**src/rtl/seven_seg_mux.sv**
```systemverilog
// Time-multiplexed hex driver for NUM_DIGITS seven-segment digits on one segment bus.
// New digit values are loaded only at frame boundaries, so a frame never shows mixed data.
module seven_seg_mux #(
    parameter int unsigned NUM_DIGITS     = 2,
    parameter int unsigned REFRESH_DIV    = 24000,
    parameter int unsigned BLANK_CYCLES   = 240,
    parameter bit          SEG_ACTIVE_LOW = 1'b1,
    parameter bit          DIG_ACTIVE_LOW = 1'b1
) (
    input  logic                    clk,
    input  logic                    reset,
    input  logic                    load,
    input  logic [4*NUM_DIGITS-1:0] digits_in,
    input  logic                    blank_zero,
    output logic [6:0]              seven_seg,
    output logic [NUM_DIGITS-1:0]   digit_en,
    output logic                    load_ack,
    output logic                    frame_tick
);

    localparam int unsigned CntW  = (REFRESH_DIV > 1) ? $clog2(REFRESH_DIV) : 1;
    localparam int unsigned SlotW = (NUM_DIGITS > 1) ? $clog2(NUM_DIGITS) : 1;
    localparam int unsigned DataW = 4 * NUM_DIGITS;

    localparam logic [CntW-1:0]       CntMax   = CntW'(REFRESH_DIV - 1);
    localparam logic [CntW-1:0]       BlankEnd = CntW'(BLANK_CYCLES);
    localparam logic [SlotW-1:0]      SlotMax  = SlotW'(NUM_DIGITS - 1);
    localparam logic [6:0]            SegOff   = {7{SEG_ACTIVE_LOW}};
    localparam logic [NUM_DIGITS-1:0] DigOff   = {NUM_DIGITS{DIG_ACTIVE_LOW}};

    logic [CntW-1:0]       cnt_q, cnt_d;
    logic [SlotW-1:0]      slot_q, slot_d;
    logic [DataW-1:0]      display_q, display_d;
    logic [DataW-1:0]      pending_q, pending_d;
    logic                  pending_valid_q, pending_valid_d;
    logic [6:0]            seg_q, seg_d;
    logic [NUM_DIGITS-1:0] dig_q, dig_d;
    logic                  ack_q, ack_d;
    logic                  tick_q, tick_d;

    logic                  slot_end;
    logic                  boundary;
    logic [3:0]            cur_nib;
    logic                  cur_blank;
    logic [NUM_DIGITS:0]   zero_from;
    logic [NUM_DIGITS-1:0] dig_onehot;
    logic [6:0]            seg_on;

    // Active-high gfedcba pattern for one hex nibble.
    function automatic logic [6:0] hex_decode(input logic [3:0] nib);
        logic [6:0] pat;
        case (nib)
            4'h0:    pat = 7'b0111111;
            4'h1:    pat = 7'b0000110;
            4'h2:    pat = 7'b1011011;
            4'h3:    pat = 7'b1001111;
            4'h4:    pat = 7'b1100110;
            4'h5:    pat = 7'b1101101;
            4'h6:    pat = 7'b1111101;
            4'h7:    pat = 7'b0000111;
            4'h8:    pat = 7'b1111111;
            4'h9:    pat = 7'b1101111;
            4'hA:    pat = 7'b1110111;
            4'hB:    pat = 7'b1111100;
            4'hC:    pat = 7'b0111001;
            4'hD:    pat = 7'b1011110;
            4'hE:    pat = 7'b1111001;
            default: pat = 7'b1110001;
        endcase
        return pat;
    endfunction

    always_comb begin
        slot_end = (cnt_q == CntMax);
        boundary = slot_end && (slot_q == SlotMax);
        cnt_d    = slot_end ? '0 : cnt_q + 1'b1;
        slot_d   = slot_q;
        if (slot_end) begin
            slot_d = (slot_q == SlotMax) ? '0 : slot_q + 1'b1;
        end
    end

    // A load in the boundary cycle itself bypasses pending and lands directly.
    always_comb begin
        display_d       = display_q;
        pending_d       = pending_q;
        pending_valid_d = pending_valid_q;
        if (boundary && load) begin
            display_d       = digits_in;
            pending_valid_d = 1'b0;
        end else if (boundary && pending_valid_q) begin
            display_d       = pending_q;
            pending_valid_d = 1'b0;
        end else if (load) begin
            pending_d       = digits_in;
            pending_valid_d = 1'b1;
        end
        ack_d  = boundary && (load || pending_valid_q);
        tick_d = boundary;
    end

    // zero_from[k] is set when nibble k and every higher nibble are zero.
    always_comb begin
        zero_from[NUM_DIGITS] = 1'b1;
        for (int k = NUM_DIGITS - 1; k >= 0; k--) begin
            zero_from[k] = zero_from[k+1] && (display_q[4*k +: 4] == 4'h0);
        end
    end

    always_comb begin
        cur_nib    = 4'h0;
        cur_blank  = 1'b0;
        dig_onehot = '0;
        for (int k = 0; k < NUM_DIGITS; k++) begin
            if (slot_q == SlotW'(k)) begin
                cur_nib   = display_q[4*k +: 4];
                cur_blank = blank_zero && (k != 0) && zero_from[k];
                if (cnt_q >= BlankEnd) begin
                    dig_onehot[k] = 1'b1;
                end
            end
        end
        seg_on = cur_blank ? 7'b0000000 : hex_decode(cur_nib);
        seg_d  = SEG_ACTIVE_LOW ? ~seg_on : seg_on;
        dig_d  = DIG_ACTIVE_LOW ? ~dig_onehot : dig_onehot;
    end

    always_ff @(posedge clk or posedge reset) begin
        if (reset) begin
            cnt_q           <= '0;
            slot_q          <= '0;
            display_q       <= '0;
            pending_q       <= '0;
            pending_valid_q <= 1'b0;
            seg_q           <= SegOff;
            dig_q           <= DigOff;
            ack_q           <= 1'b0;
            tick_q          <= 1'b0;
        end else begin
            cnt_q           <= cnt_d;
            slot_q          <= slot_d;
            display_q       <= display_d;
            pending_q       <= pending_d;
            pending_valid_q <= pending_valid_d;
            seg_q           <= seg_d;
            dig_q           <= dig_d;
            ack_q           <= ack_d;
            tick_q          <= tick_d;
        end
    end

    assign seven_seg  = seg_q;
    assign digit_en   = dig_q;
    assign load_ack   = ack_q;
    assign frame_tick = tick_q;

endmodule
```
**config.mk**
```make
export PLATFORM = sky130hd
export DESIGN_NAME = seven_seg_mux
export DESIGN_NICKNAME = d
export VERILOG_FILES = /design/src/rtl/seven_seg_mux.sv
export SDC_FILE = /design/constraint.sdc
export NUM_CORES = 1
export LEC_CHECK = 0
export BUFFER_PORTS_ARGS = -buffer_cell sky130_fd_sc_hd__buf_2
export CORE_ASPECT_RATIO = 0.9
export CORE_MARGIN = 3
export CORE_UTILIZATION = 55
export DETAILED_ROUTE_END_ITERATION = 8
export PLACE_DENSITY = 0.75
export SETUP_SLACK_MARGIN = 0.4
export SYNTH_ARGS = -nofsm -noshare
export SYNTH_HDL_FRONTEND = slang
export SYNTH_SLANG_ARGS = --single-unit
export TNS_END_PERCENT = 100
```
**constraint.sdc**
```tcl
create_clock -name clk -period 4.61 [get_ports clk]
set_input_delay 0.6915 -clock clk [delete_from_list [all_inputs] [get_ports clk]]
set_output_delay 0.6915 -clock clk [all_outputs]
set_load 0.005 [all_outputs]
```
After elaboration in Yosys (flattened, before gate mapping):

Memories as Yosys holds them, arrays and structs flattened.
Index checks and enable logic that the tools add are counted.
W data, S select, Z words.

* add/subtract/negate cells: 2
* order comparisons: 1
* equal/unequal tests: 1
* mux-type cells: 13
* bitwise gates (word level): 4
* reductions and logical operators: 10

Operators with widths (number)
* $mux W8: 2
* $add A15 B1 Y15 const B: 1
* $eq A15 B15 Y1 const B: 1
* $ge A15 B8 Y1 const B: 1
* $mux W15: 1
* $mux W1: 8
* $mux W7: 1
* $not A7 Y7: 1
* $logic_and A1 B1 Y1: 5
* $logic_not A4 Y1: 1
* $mux W4: 1
* $reduce_and A3 Y1: 1
* $reduce_bool A3 Y1: 1
* $not A1 Y1: 2
* $not A2 Y2: 1
* $reduce_bool A2 Y1: 1
* $add A1 B1 Y1 const B: 1
* $logic_or A1 B1 Y1: 1

* register bits: 44
* memory bits (read-only): 112
* output and inout bits: 11
* memories: 1

Memory list
* (name not given): words 16, width 7, read ports 1, clocked after memory_dff 0, wr ports 0, RTL line 52 `case (nib)`

Depth between registers and ports, before layout:

Gate-level depths: netlist of run 1.

* word-level depth: 5
* gate-level depth with buffers: 7

Least setup slack after synthesis of run 1:

Ideal clock, no wire load.

* path type: reg-to-reg
* from: register cnt_q[0]
* to: register pending_q[0]
* library setup time: 0.125 ns
* arrival time: 1.662 ns
* data required time: 4.485 ns
* path slack: 2.823 ns
* stages on the path, launching flop included: 7
* path buffers: 1
* clock period less this slack: 1.787 ns
* cells stage by stage: dfrtp_1 -> ha_1 -> nand3_4 -> nor4_4 -> nand2b_1 -> buf_6 -> mux2_4

* cells in the longest elaborated chain, start to end: 5
* elaborated cells between the ends (all ways): 7
* those cells by class: eq/ne (1); bitwise (2); reduce/logical (4)

Ends and longest elaborated chain
* from (decl): RTL line 31 `logic [CntW-1:0] cnt_q, cnt_d;`
* from (signal assigned): RTL line 140 `cnt_q <= cnt_d;`
* $eq A15 B15 Y1 (*): RTL line 74 `slot_end = (cnt_q == CntMax);`
* $logic_and A1 B1 Y1 (*): RTL line 75 `boundary = slot_end && (slot_q == SlotMax);`
* named net boundary: RTL line 42 `logic boundary;`
* $logic_and A1 B1 Y1 (on tied branches): RTL line 91, 88
* $not A1 Y1 (no source line)
* $reduce_and A3 Y1 (no source line) (*)
* to (signal assigned): RTL line 143 `pending_q <= pending_d;`
* to (decl): RTL line 34 `logic [DataW-1:0] pending_q, pending_d;`

Mark *: on every way through the listed nets, which the timed path passes. The rest lies on a longest branch.
A chain may end at the register's enable or synchronous reset.

Worst setup path after layout of run 1:

* from: register cnt_q[0]
* to: register display_q[3]

* cells in the longest elaborated chain, start to end: 4
* elaborated cells between the ends (all ways): 6
* those cells by class: eq/ne (1); mux (1); reduce/logical (4)

Ends and longest elaborated chain
* $eq A15 B15 Y1 (*): RTL line 74
* $logic_and A1 B1 Y1 (*): RTL line 75
* $logic_and A1 B1 Y1 (on tied branches): RTL line 88, 91
* $mux W8 / $reduce_bool A2 Y1 (equally long branches)
* to (signal assigned): RTL line 142 `display_q <= display_d;`
* to (decl): RTL line 33 `logic [DataW-1:0] display_q, display_d;`

Mark *: on every way between the ends. The rest lies on a longest branch, timed or not.

==> flow_summary.rst, run 1 <==
.. list-table::
   :header-rows: 1

   * - Metric
     - Value
   * - Number of clock sinks
     - 44
   * - Share of synthesized cell area in full adder, half adder and majority cells
     - 4.42%
   * - Count of buffers added by post-CTS timing repair for setup
     - 0
   * - List of cells traversed by the critical path
     - ha_1, nand3_4, nor4_2, and2_1, a2bb2oi_1
   * - Post-Synth Simple-Gate Area
     - 18.2%
   * - Number of flops mapped to enable cells by yosys
     - 0
   * - Fin area
     - 0.00248 mm2
   * - Transition time at the pin with the least slew margin
     - 1.05 ns
   * - Starting density of the core
     - 59.0%
   * - Later-pin clock latency in the skew report
     - 0.30 ns
   * - GP Congestion
     - 0.906
   * - Level count of the clock H-tree
     - 2
   * - Layout net count
     - 236
   * - Total of cells resized after clock tree synthesis
     - 0
   * - Static Leakage
     - 0.00116 uW
   * - Fin util
     - 64.8%
   * - Clk root buf
     - sky130_fd_sc_hd__clkbuf_8
   * - Most common flop cell mapped by yosys
     - sky130_fd_sc_hd__dfrtp_1
   * - Routed via count divided by cell count
     - 5.92
   * - Post-synth design cell area
     - 0.00226 mm2
   * - Slowest cell delay on critical path
     - 0.94 ns
   * - Rel. slew slack
     - 29.7%
   * - Cell taking the most area after synthesis
     - sky130_fd_sc_hd__dfrtp_1
   * - Most frequent cell after synthesis
     - sky130_fd_sc_hd__dfrtp_1
   * - CP endpoint kind
     - flop
   * - YS warnings
     - 0
   * - Routed wire per std cell
     - 15.7 um
   * - Final count of negative-setup-slack endpoints
     - 0
   * - Synthesized area per cell
     - 11.7 um2
   * - Cts bufs inserted
     - 5
   * - Number of DRC violations after detailed-routing iteration 0
     - 153
   * - Biggest area contributors in the synthesized netlist
     - sky130_fd_sc_hd__dfrtp_1 (39%), sky130_fd_sc_hd__dfstp_2 (10%), sky130_fd_sc_hd__mux2i_1 (5.3%), sky130_fd_sc_hd__mux2_4 (5.3%), sky130_fd_sc_hd__ha_1 (4.4%)
   * - Post-synthesis cell type count
     - 43
   * - DIE AREA
     - 0.00492 mm2
   * - DRT Pass-1 Iters
     - 4
   * - Final Routed Wirelength
     - 4120 um
   * - Time the final worst path needs with I/O delays and setup
     - 2.41 ns
   * - Largest fanout of any net on the critical path
     - 13
   * - Global route overflow
     - 0
   * - Crit path kind
     - reg2reg
   * - Largest delay share family, worst path
     - simple AND/OR/NAND/NOR gates
   * - Post-place instance area
     - 0.00237 mm2
   * - Number of vias in the routed layout
     - 1557
   * - Number of global-route vias before repair
     - 1512
   * - HPWL after DPL
     - 3000 um
   * - Number of cell rows
     - 21
   * - First-pass GRT wire length
     - 6940 um
   * - Post-synth top area share
     - 38.7%
   * - Arrival @ worst endpoint
     - 2.59 ns
   * - Maximum number of pins on one net before global-route repair
     - 45
   * - Setup skew after layout
     - 0.00653 ns
   * - Max Clock Freq
     - 0.415 GHz
   * - Die Span X
     - 73.6 um
   * - Proportion of synthesized area in mux cells
     - 12.1%
   * - Clock input transition at the sequential cells of the worst setup and hold paths
     - 0.08 ns
   * - Synth cell count leaders
     - sky130_fd_sc_hd__dfrtp_1 (35), sky130_fd_sc_hd__mux2i_1 (12), sky130_fd_sc_hd__nor2_1 (12)
   * - Outcome
     - complete, no violations
   * - Complex-gate fraction of the synthesized area
     - 8.90%
   * - Clock tree from TritonCTS
     - yes
   * - VDD IR max
     - 0.236 mV
   * - Setup TNS
     - 0 ns
   * - Proportion of synthesized chip area in sequential cells
     - 49.1%
   * - Share of layout cells above drive strength 1
     - 28.1%
   * - Combinational family with the most area after synthesis
     - simple AND/OR/NAND/NOR gates
   * - Startpoint class of the critical path
     - flop
   * - Remaining antenna violation count after routing
     - 0
   * - Final worst-path cycle share
     - 52.3%
   * - Initial antenna violation count
     - 0
   * - Post-detailed-route DRC marker count
     - 0
   * - Number of buffers added to fix hold violations after cts
     - 0
   * - Antenna cells
     - 0
   * - Setup repair after global routing missed its margin
     - no
   * - Final Hold Violating Endpoints
     - 0
   * - Worst min-delay path class
     - in2async
   * - Buffers from clock root to sink, at most
     - 2
   * - Required time of the critical path
     - 4.79 ns
   * - Ys async rst share
     - 100%
   * - Count of pins over their slew limit
     - 0
   * - Power density over the cells
     - 293 mW/mm2
   * - GRT Resource Usage Total
     - 18.7%
   * - Post-synthesis to final-layout area growth
     - 9.72%
   * - Synthesized netlist net count
     - 213
   * - Die span in y
     - 66.9 um
   * - Number of buffers and inverters on the critical path
     - 0
   * - Number of I/O port buffers
     - 22
   * - Placeable core region
     - 0.00384 mm2
   * - I/O pins
     - 23
   * - Slowest cell on the critical path
     - sky130_fd_sc_hd__nor4_2
   * - Flip-flop and latch count after synthesis
     - 44
   * - Total of max-cap violations
     - 0
   * - Share of the synthesized netlist area taken by xor and xnor gates
     - 3.48%
   * - Number of standard cells after synthesis
     - 193
-- sequential cells by signal, indices dropped and copies added (netlist names) --
signal,count
cnt_q,15
digit_en,2
display_q,8
frame_tick,1
load_ack,1
pending_q,8
pending_valid_q,1
seven_seg,7
slot_q,1
-- power breakdown --
| part | switching (uW) | internal [uW] | leakage [uW] |
|---|---|---|---|
| clock network | 129 | 160 | 0.0000541 |
| registers | 3.69 | 393 | 0.000545 |
| logic | 19.7 | 21.7 | 0.000557 |
-- final timing paths --
| path | startpoint | end | slack, ns | cells past startpoint |
|---|---|---|---|---|
| worst min register to register | pending_q[4]$_DFFE_PP0P_ | pending_q[4]$_DFFE_PP0P_ | 0.52 | 1 |
| worst max-delay path | cnt_q[0]$_DFF_PP0_ | display_q[3]$_DFFE_PP0P_ | 2.20 | 5 |
| worst max register to register | cnt_q[0]$_DFF_PP0_ | display_q[3]$_DFFE_PP0P_ | 2.20 | 5 |
| max in group asynchronous | reset | seven_seg[1]$_DFF_PP1_ | 3.73 | 3 |
| min in group clk | pending_q[4]$_DFFE_PP0P_ | pending_q[4]$_DFFE_PP0P_ | 0.52 | 1 |
| worst min-delay path | reset | cnt_q[4]$_DFF_PP0_ | 0.52 | 3 |
-- cell families after synthesis --
| kind of cell | after synthesis |
|---|---|
| adders and majority gates | 8 |
| DFF | 44 |
| xor gates and xnor gates | 9 |
| AOI/OAI and AO/OA | 30 |
| and+or+nand+nor | 67 |
| muxes | 23 |
| buffers and inverters | 12 |
-- cell usage in the layout (no fill, tap or decap), types with 5 or more instances in the layout --
master / netlist / layout
sky130_fd_sc_hd__a2bb2oi_1: 8 / 8
sky130_fd_sc_hd__mux2i_1: 12 / 12
sky130_fd_sc_hd__nor2_1: 12 / 12
sky130_fd_sc_hd__nand2_1: 9 / 9
sky130_fd_sc_hd__ha_1: 8 / 8
sky130_fd_sc_hd__clkbuf_8: 1 / 5
sky130_fd_sc_hd__dfstp_2: 9 / 9
sky130_fd_sc_hd__inv_1: 5 / 5
sky130_fd_sc_hd__xor2_1: 7 / 7
sky130_fd_sc_hd__a21oi_1: 8 / 8
sky130_fd_sc_hd__buf_2: 3 / 22
sky130_fd_sc_hd__nand2b_1: 11 / 11
sky130_fd_sc_hd__dfrtp_1: 35 / 35
sky130_fd_sc_hd__nand3_1: 8 / 8
sky130_fd_sc_hd__mux2_4: 8 / 8
sky130_fd_sc_hd__o21ai_0: 6 / 6
-- tightest hold or removal path: cells and delay by family --
family,cells,cell delay (ns)
buffers and inverters,3,0.57
-- through the flow --
step / setup WS (ns) / total power, uW / hold slack (ns) / instances
after floorplan: 2.82 / 435 / 0.472 / 193
after global placement: 2.33 / 443 / 0.484 / 255
after detailed placement: 2.20 / 446 / 0.495 / 255
after CTS: 2.18 / 734 / 0.517 / 263
after global routing: 1.96 / 756 / 0.528 / 263
final: 2.20 / 727 / 0.515 / 263
-- layer usage --
metal	global-route usage (%)	vias to the layer above	routed length, um
li1	-	734	-
met1	23.4	778	1860
met2	31.5	38	2010
met3	4.07	7	182
met4	7.01	0	57
met5	0	-	0
-- layout make-up --
class	count	area [um2]
Clock buffer	5	68.8
Clock inverter	3	42.5
Fill cell	298	1350
Inverter	5	18.8
Multi-Input combinational cell	137	1070
Sequential cell	44	1110
Tap cell	46	57.6
Timing Repair Buffer	23	118
No activity file was read; power rests on OpenSTA's default activity.
==> run 2: changes to the inputs <==
- CORE_UTILIZATION: 55 -> 52
- PLACE_DENSITY: 0.75 -> 0.74
- clock period: 4.61 -> 2.1 ns (I/O delays scaled with it)
==> run 2 against run 1 <==
Compared with the run above:
- die area grew 5.3%
- utilization up 2.3 points
- largest cell class is now multi-input gates
- critical path depth is the same
- global-route usage fell by 0.16 points
- first-iteration DRC count is 29% lower
- combinational power rose by 130%
- maximum frequency up 36%
- register-to-register slack got worse by 1.9 ns
- non-clock buffer count is 17 higher
- hold slack got worse by 0.51 ns
- clock power rose by 85%
==> flow_summary.rst, run 2 (synthesis results as in run 1) <==
.. list-table::
   :header-rows: 1

   * - Metric
     - Value
   * - Share of layout cells above drive strength 1
     - 43.8%
   * - PnR Total Power
     - 1500 uW
   * - P_sw
     - 356 uW
   * - Cts bufs inserted
     - 5
   * - Clock tree from TritonCTS
     - yes
   * - Register with the most flip-flops
     - cnt_q
   * - Max Clock Freq
     - 0.565 GHz
   * - CP endpoint kind
     - flop
   * - Cell count along the critical path
     - 5
   * - Number of DRC violations after detailed-routing iteration 0
     - 109
   * - GRT Resource Usage Total
     - 18.6%
   * - Design internal power
     - 1150 uW
   * - Routed via count divided by cell count
     - 5.77
   * - Setup skew after layout
     - 0.00728 ns
   * - End point of the critical path
     - pending_q[0]$_DFFE_PP0P_
   * - Number of cell rows
     - 22
   * - I/O pins
     - 23
   * - Global route overflow
     - 0
   * - Crit path kind
     - reg2reg
   * - Final Hold Violating Endpoints
     - 0
   * - Flip-flop count of the largest register, all copies and words added
     - 15
   * - Arrival @ worst endpoint
     - 1.97 ns
   * - Largest fanout of any net on the critical path
     - 8
   * - Post-synthesis to final-layout area growth
     - 22.4%
   * - Later-pin clock latency in the skew report
     - 0.31 ns
   * - Reg2reg end
     - pending_q[0]$_DFFE_PP0P_
   * - Number of clock sinks
     - 44
   * - Count of pins over their slew limit
     - 0
   * - Slowest cell on the critical path
     - sky130_fd_sc_hd__dfrtp_1
   * - HPWL after DPL
     - 2950 um
   * - Critical path startpoint
     - cnt_q[13]$_DFF_PP0_
   * - Number of vias in the routed layout
     - 1634
   * - Remaining antenna violation count after routing
     - 0
   * - Worst min-delay path class
     - in2async
   * - Maximum number of pins on one net before global-route repair
     - 19
   * - DRT Pass-1 Iters
     - 4
   * - Rel. slew slack
     - 56.6%
   * - Layout net count
     - 254
   * - Regs by FF count
     - cnt_q (15), display_q (8), pending_q (8)
   * - Origin of the critical flop-to-flop path
     - cnt_q[13]$_DFF_PP0_
   * - Top library cells by usage in the layout, fill and taps aside
     - sky130_fd_sc_hd__dfrtp_1 (30), sky130_fd_sc_hd__buf_2 (22), sky130_fd_sc_hd__buf_4 (15)
   * - GP Congestion
     - 0.807
   * - Level count of the clock H-tree
     - 2
   * - Fraction of power consumed by the clock network
     - 35.6%
   * - List of cells traversed by the critical path
     - nand4bb_4, nor4_4, nand2b_4, buf_8, mux2_4
   * - Antenna cells
     - 0
   * - Required time of the critical path
     - 2.30 ns
   * - Outcome
     - complete, no violations
   * - Startpoint class of the critical path
     - flop
   * - Clock input transition at the sequential cells of the worst setup and hold paths
     - 0.09 ns
   * - Switching power as a share of total power
     - 23.7%
   * - Number of I/O port buffers
     - 22
   * - Final count of negative-setup-slack endpoints
     - 0
   * - Transition time at the pin with the least slew margin
     - 0.647 ns
   * - Slowest cell delay on critical path
     - 0.43 ns
   * - Placeable core region
     - 0.00413 mm2
   * - Die Span X
     - 75.6 um
   * - Total of max-cap violations
     - 0
   * - Setup repair after global routing missed its margin
     - yes
   * - Register-to-register setup slack
     - 0.33 ns
   * - Most common library cell in the layout ignoring fill and taps
     - sky130_fd_sc_hd__dfrtp_1
   * - Clk root buf
     - sky130_fd_sc_hd__clkbuf_8
   * - Static Leakage
     - 0.00126 uW
   * - Number of global-route vias before repair
     - 1495
   * - Cells on worst reg2reg path
     - 5
   * - First-pass GRT wire length
     - 7070 um
   * - DIE AREA
     - 0.00518 mm2
   * - Initial antenna violation count
     - 0
   * - VDD IR max
     - 0.316 mV
   * - Time the final worst path needs with I/O delays and setup
     - 1.77 ns
   * - Share of total power in sequential cells
     - 58.0%
   * - Number of buffers added to fix hold violations after cts
     - 0
   * - Final worst-path cycle share
     - 84.3%
   * - Share of total power in combinational logic
     - 6.4%
   * - Final Routed Wirelength
     - 4810 um
   * - Power density over the cells
     - 542 mW/mm2
   * - Largest delay share family, worst path
     - simple AND/OR/NAND/NOR gates
   * - Setup TNS
     - 0 ns
   * - Die span in y
     - 68.6 um
   * - Starting density of the core
     - 54.8%
   * - Post-detailed-route DRC marker count
     - 0
   * - Buffers from clock root to sink, at most
     - 2
   * - Routed wire per std cell
     - 17.0 um
   * - Number of buffers and inverters on the critical path
     - 1
run 2: what timing repair did:
| action | 4_1_cts | 5_1_grt |
|---|---|---|
| endpoints found under the setup margin | 24 | 23 |
| resized for setup | 5 | 30 |
| pin swaps | 1 | 6 |
| cloned | 0 | 1 |
| setup buffers | 4 | 9 |
run 2: stage by stage:
stage | instance area [um2] | hold slack [ns] | utilization (%) | setup slack [ns] | cells
2_1_floorplan | 2280 | 0.464 | - | 0.404 | 193
3_3_place_gp | 2420 | 0.336 | 58.7 | 0.267 | 261
3_5_place_dp | 2420 | 0.343 | 58.7 | 0.212 | 261
4_1_cts | 2550 | 0.00808 | 61.9 | 0.343 | 273
5_1_grt | 2770 | 0.0239 | 67.1 | 0.270 | 283
6_report | 2770 | 0.00396 | 67.1 | 0.329 | 283
run 2: cell type report:
cell class	count	area (um2)
fillers	296	1360
multi-input cells	138	1220
flip-flops and latches	44	1120
repair buffers	40	269
clock buffers	5	68.8
well taps	48	60.1
clock inverters	3	18.8
inverters	5	18.8
run 2: power by group through the flow:
stage          clock network (uW)  logic (uW)  registers (uW)
4_1_cts                       548        96.5             871
3_5_place_dp                    0        96.2             886
2_1_floorplan                   0        71.0             884
3_3_place_gp                    0        93.2             887
6_report                      535        96.7             871
5_1_grt                       591         107             873
run 2: worst min-delay path by stage:
| stage | slack, ns | cells after the start | endpoint | start |
|---|---|---|---|---|
| 2_1_floorplan | 0.46 | 1 | pending_q[0]$_DFFE_PP0P_ | digits_in[0] |
| 3_3_place_gp | 0.34 | 2 | slot_q$_DFFE_PP0N_ | reset |
| 3_5_place_dp | 0.34 | 2 | slot_q$_DFFE_PP0N_ | reset |
| 4_1_cts | 0.008 | 2 | cnt_q[13]$_DFF_PP0_ | reset |
| 5_1_grt | 0.02 | 2 | display_q[6]$_DFFE_PP0P_ | reset |
| 6_report | 0.004 | 2 | cnt_q[13]$_DFF_PP0_ | reset |
run 2: metal layers:
layer  up-vias  track usage [%]  part of all wire (%)
met5         -                0                     0
met2        42             27.2                    46
li1        772                -                     -
met3        10             5.65                   4.1
met4         0             7.86                   2.0
met1       810             25.6                    48
==> run 3: changes to the inputs <==
- ABC_AREA: default -> 1
- CORE_UTILIZATION: 52 -> 55
- PLACE_DENSITY: 0.74 -> 0.75
- clock period: 2.1 -> 1.8 ns (I/O delays scaled with it)
==> run 3 against run 2 <==
Compared with the run above:
- flip-flop and latch count is the same
- global-route usage grew 2.8 points
- power grew 14%
- clock skew shrank 0.0017 ns
- setup slack lost 0.080 ns
- clock power grew 11%
- final area grew 14%
- largest cell class unchanged
- highest routed layer unchanged
==> flow_summary.rst, run 3 <==
.. list-table::
   :header-rows: 1

   * - Metric
     - Value
   * - Routed wire per std cell
     - 12.7 um
   * - Number of global-route vias before repair
     - 1868
   * - Required time of the critical path
     - 2.01 ns
   * - Clock input transition at the sequential cells of the worst setup and hold paths
     - 0.08 ns
   * - First-pass GRT wire length
     - 8360 um
   * - Register with the most flip-flops
     - cnt_q
   * - Transition time at the pin with the least slew margin
     - 0.445 ns
   * - Total of max-cap violations
     - 0
   * - Flip-flop count of the largest register, all copies and words added
     - 15
   * - Total of fill cells in the finished design
     - 300
   * - Number of flops mapped to enable cells by yosys
     - 0
   * - Die Span X
     - 75.7 um
   * - Clk root buf
     - sky130_fd_sc_hd__clkbuf_8
   * - Post-synth design cell area
     - 0.00240 mm2
   * - DRT Pass-1 Iters
     - 4
   * - GP Congestion
     - 0.911
   * - Post-synth top area share
     - 36.4%
   * - Cell taking the most area after synthesis
     - sky130_fd_sc_hd__dfrtp_1
   * - Count of pins over their slew limit
     - 0
   * - Biggest area contributors in the synthesized netlist
     - sky130_fd_sc_hd__dfrtp_1 (36%), sky130_fd_sc_hd__nand2_1 (14%), sky130_fd_sc_hd__dfstp_2 (9.8%), sky130_fd_sc_hd__nor2_1 (6.7%), sky130_fd_sc_hd__inv_1 (5.8%)
   * - Antenna cells
     - 0
   * - Proportion of synthesized chip area in sequential cells
     - 46.3%
   * - YS warnings
     - 0
   * - Startpoint class of the critical path
     - flop
   * - Post-synthesis to final-layout area growth
     - 31.3%
   * - Top library cells by usage in the layout, fill and taps aside
     - sky130_fd_sc_hd__nand2_1 (71), sky130_fd_sc_hd__nor2_1 (37), sky130_fd_sc_hd__dfrtp_1 (34)
   * - Final worst-path setup slack
     - 0.249 ns
   * - Maximum number of pins on one net before global-route repair
     - 37
   * - Post-synthesis cell type count
     - 30
   * - Regs by FF count
     - cnt_q (15), display_q (8), pending_q (8)
   * - Cts bufs inserted
     - 5
   * - Post-place instance area
     - 0.00262 mm2
   * - Level count of the clock H-tree
     - 2
   * - HPWL after DPL
     - 3220 um
   * - Number of vias in the routed layout
     - 2030
   * - Fin util
     - 75.9%
   * - VDD IR max
     - 0.465 mV
   * - Starting density of the core
     - 57.8%
   * - Initial antenna violation count
     - 0
   * - Synth cell count leaders
     - sky130_fd_sc_hd__nand2_1 (87), sky130_fd_sc_hd__nor2_1 (43), sky130_fd_sc_hd__inv_1 (37)
   * - Most frequent cell after synthesis
     - sky130_fd_sc_hd__nand2_1
   * - Crit path kind
     - reg2reg
   * - Layout net count
     - 371
   * - Synthesized netlist net count
     - 317
   * - Most common library cell in the layout ignoring fill and taps
     - sky130_fd_sc_hd__nand2_1
   * - CP endpoint kind
     - flop
   * - I/O pins
     - 23
   * - Ys async rst share
     - 100%
   * - Routed via count divided by cell count
     - 4.94
   * - Area of the multi-input gates
     - 0.00135 mm2
   * - Placeable core region
     - 0.00416 mm2
   * - Global route overflow
     - 0
   * - GRT Resource Usage Total
     - 21.4%
   * - Synthesized area per cell
     - 8.09 um2
   * - Number of cell rows
     - 22
   * - Rel. slew slack
     - 70.3%
   * - Most common flop cell mapped by yosys
     - sky130_fd_sc_hd__dfrtp_1
   * - Final count of negative-setup-slack endpoints
     - 0
   * - Number of I/O port buffers
     - 22
   * - Number of clock sinks
     - 44
   * - Largest fanout of any net on the critical path
     - 5
   * - Number of standard cells after synthesis
     - 297
   * - Worst min-delay path class
     - in2async
   * - Post-detailed-route DRC marker count
     - 0
   * - Setup TNS
     - 0 ns
   * - Setup skew after layout
     - 0.00562 ns
   * - Clock tree from TritonCTS
     - yes
   * - Fin area
     - 0.00316 mm2
   * - Static Leakage
     - 0.00168 uW
   * - DIE AREA
     - 0.00520 mm2
   * - Arrival @ worst endpoint
     - 1.77 ns
   * - Setup repair after global routing missed its margin
     - yes
   * - Worst slack, placed
     - 0.143 ns
   * - Power density over the cells
     - 541 mW/mm2
   * - Final Hold Violating Endpoints
     - 0
   * - Later-pin clock latency in the skew report
     - 0.29 ns
   * - Share of layout cells above drive strength 1
     - 39.6%
   * - Final worst-path cycle share
     - 86.2%
   * - Buffers from clock root to sink, at most
     - 2
   * - Die span in y
     - 68.7 um
   * - Outcome
     - complete, no violations
   * - Number of DRC violations after detailed-routing iteration 0
     - 111
   * - Max Clock Freq
     - 0.645 GHz
   * - Remaining antenna violation count after routing
     - 0
   * - Sequential Area
     - 0.00111 mm2
   * - Time the final worst path needs with I/O delays and setup
     - 1.55 ns
   * - Final Routed Wirelength
     - 5220 um
   * - Number of buffers added to fix hold violations after cts
     - 0
   * - Flip-flop and latch count after synthesis
     - 44
-- run 3: changes by cell type in the layout (fill, tap and decap cells not counted), moves of 7 or more --
cell / change
sky130_fd_sc_hd__nand2b_1: -10
sky130_fd_sc_hd__buf_4: +8
sky130_fd_sc_hd__nor2_1: +26
sky130_fd_sc_hd__nand2_4: +7
sky130_fd_sc_hd__nand2_1: +62
sky130_fd_sc_hd__nand2_2: +13
sky130_fd_sc_hd__a2bb2oi_1: -7
sky130_fd_sc_hd__inv_1: +30
sky130_fd_sc_hd__mux2i_1: -9
sky130_fd_sc_hd__mux2_4: -9
sky130_fd_sc_hd__nand3_2: +11
-- run 3: metal layers --
| metal | global-route usage [%] | vias up | routed length, um |
|---|---|---|---|
| met2 | 34.4 | 37 | 2570 |
| met4 | 7.21 | 0 | 62 |
| met5 | 0 | - | 0 |
| li1 | - | 1027 | - |
| met1 | 29.0 | 961 | 2410 |
| met3 | 4.06 | 5 | 183 |
-- run 3: final timing paths --
check                                                 to                      from  slack [ns]  depth (start not counted)
worst max-delay path              seven_seg[0]$_DFF_PP1_        slot_q$_DFFE_PP0N_        0.25                          8
worst min-delay path                  cnt_q[2]$_DFF_PP0_                     reset        0.06                          3
worst max register to register    seven_seg[0]$_DFF_PP1_        slot_q$_DFFE_PP0N_        0.25                          8
worst min register to register  display_q[6]$_DFFE_PP0P_  display_q[6]$_DFFE_PP0P_        0.49                          2
max in group asynchronous             slot_q$_DFFE_PP0N_                     reset        1.24                          4
min in group clk                pending_q[4]$_DFFE_PP0P_              digits_in[4]        0.22                          3
-- run 3: worst max-delay path, cell delays in order (launching register included) --
cell and delay, ns:
sky130_fd_sc_hd__dfrtp_2 0.47, sky130_fd_sc_hd__clkinv_4 0.12, sky130_fd_sc_hd__o21ai_4 0.21, sky130_fd_sc_hd__inv_4 0.08, sky130_fd_sc_hd__ha_4 0.17, sky130_fd_sc_hd__o21ai_1 0.13, sky130_fd_sc_hd__inv_1 0.07, sky130_fd_sc_hd__o21ai_1 0.10
sky130_fd_sc_hd__nand3_1 0.10
-- run 3: timing repair --
action / 4_1_cts / 5_1_grt
resized for setup: 11 / 57
hold endpoints to repair: 0 / 0
setup buffers: 10 / 13
gates cloned: 2 / 0
setup endpoints to repair: 27 / 35
pin swaps: 6 / 13
-- run 3: power breakdown --
group          internal (uW)  leakage [uW]  switching (uW)
Combinational           35.6       0.00110            61.9
Clock                    263     0.0000400             329
Sequential              1000      0.000547            12.7
-- run 3: cells by family (layout without fill, tap and decap cells) --
logic type | count (synthesis) | in the layout | share of synthesized area, %
and+or+nand+nor | 172 | 174 | 34.9
buffers and inverters | 49 | 101 | 8.85
DFF | 44 | 44 | 46.3
AOI/OAI and AO/OA | 22 | 22 | 5.05
adders and majority gates | 8 | 8 | 4.16
xor gates and xnor gates | 2 | 2 | 0.729
-- run 3: per-stage QoR --
stage	total power [uW]	instances	hold slack [ns]
floorplan	1090	297	0.400
CTS	1720	398	0.0713
global route	1780	411	0.0980
finish	1710	411	0.0586
detailed placement	1120	379	0.396
global placement	1120	379	0.384
-- run 3: final cells by class --
| cell class | instances | share of cell area (%) |
|---|---|---|
| Multi-Input combinational cell | 206 | 42.8 |
| Sequential cell | 44 | 35.3 |
| Timing Repair Buffer | 50 | 11.0 |
| Inverter | 44 | 5.95 |
| Tap cell | 60 | 2.38 |
| Clock buffer | 5 | 2.18 |
| Clock inverter | 2 | 0.397 |
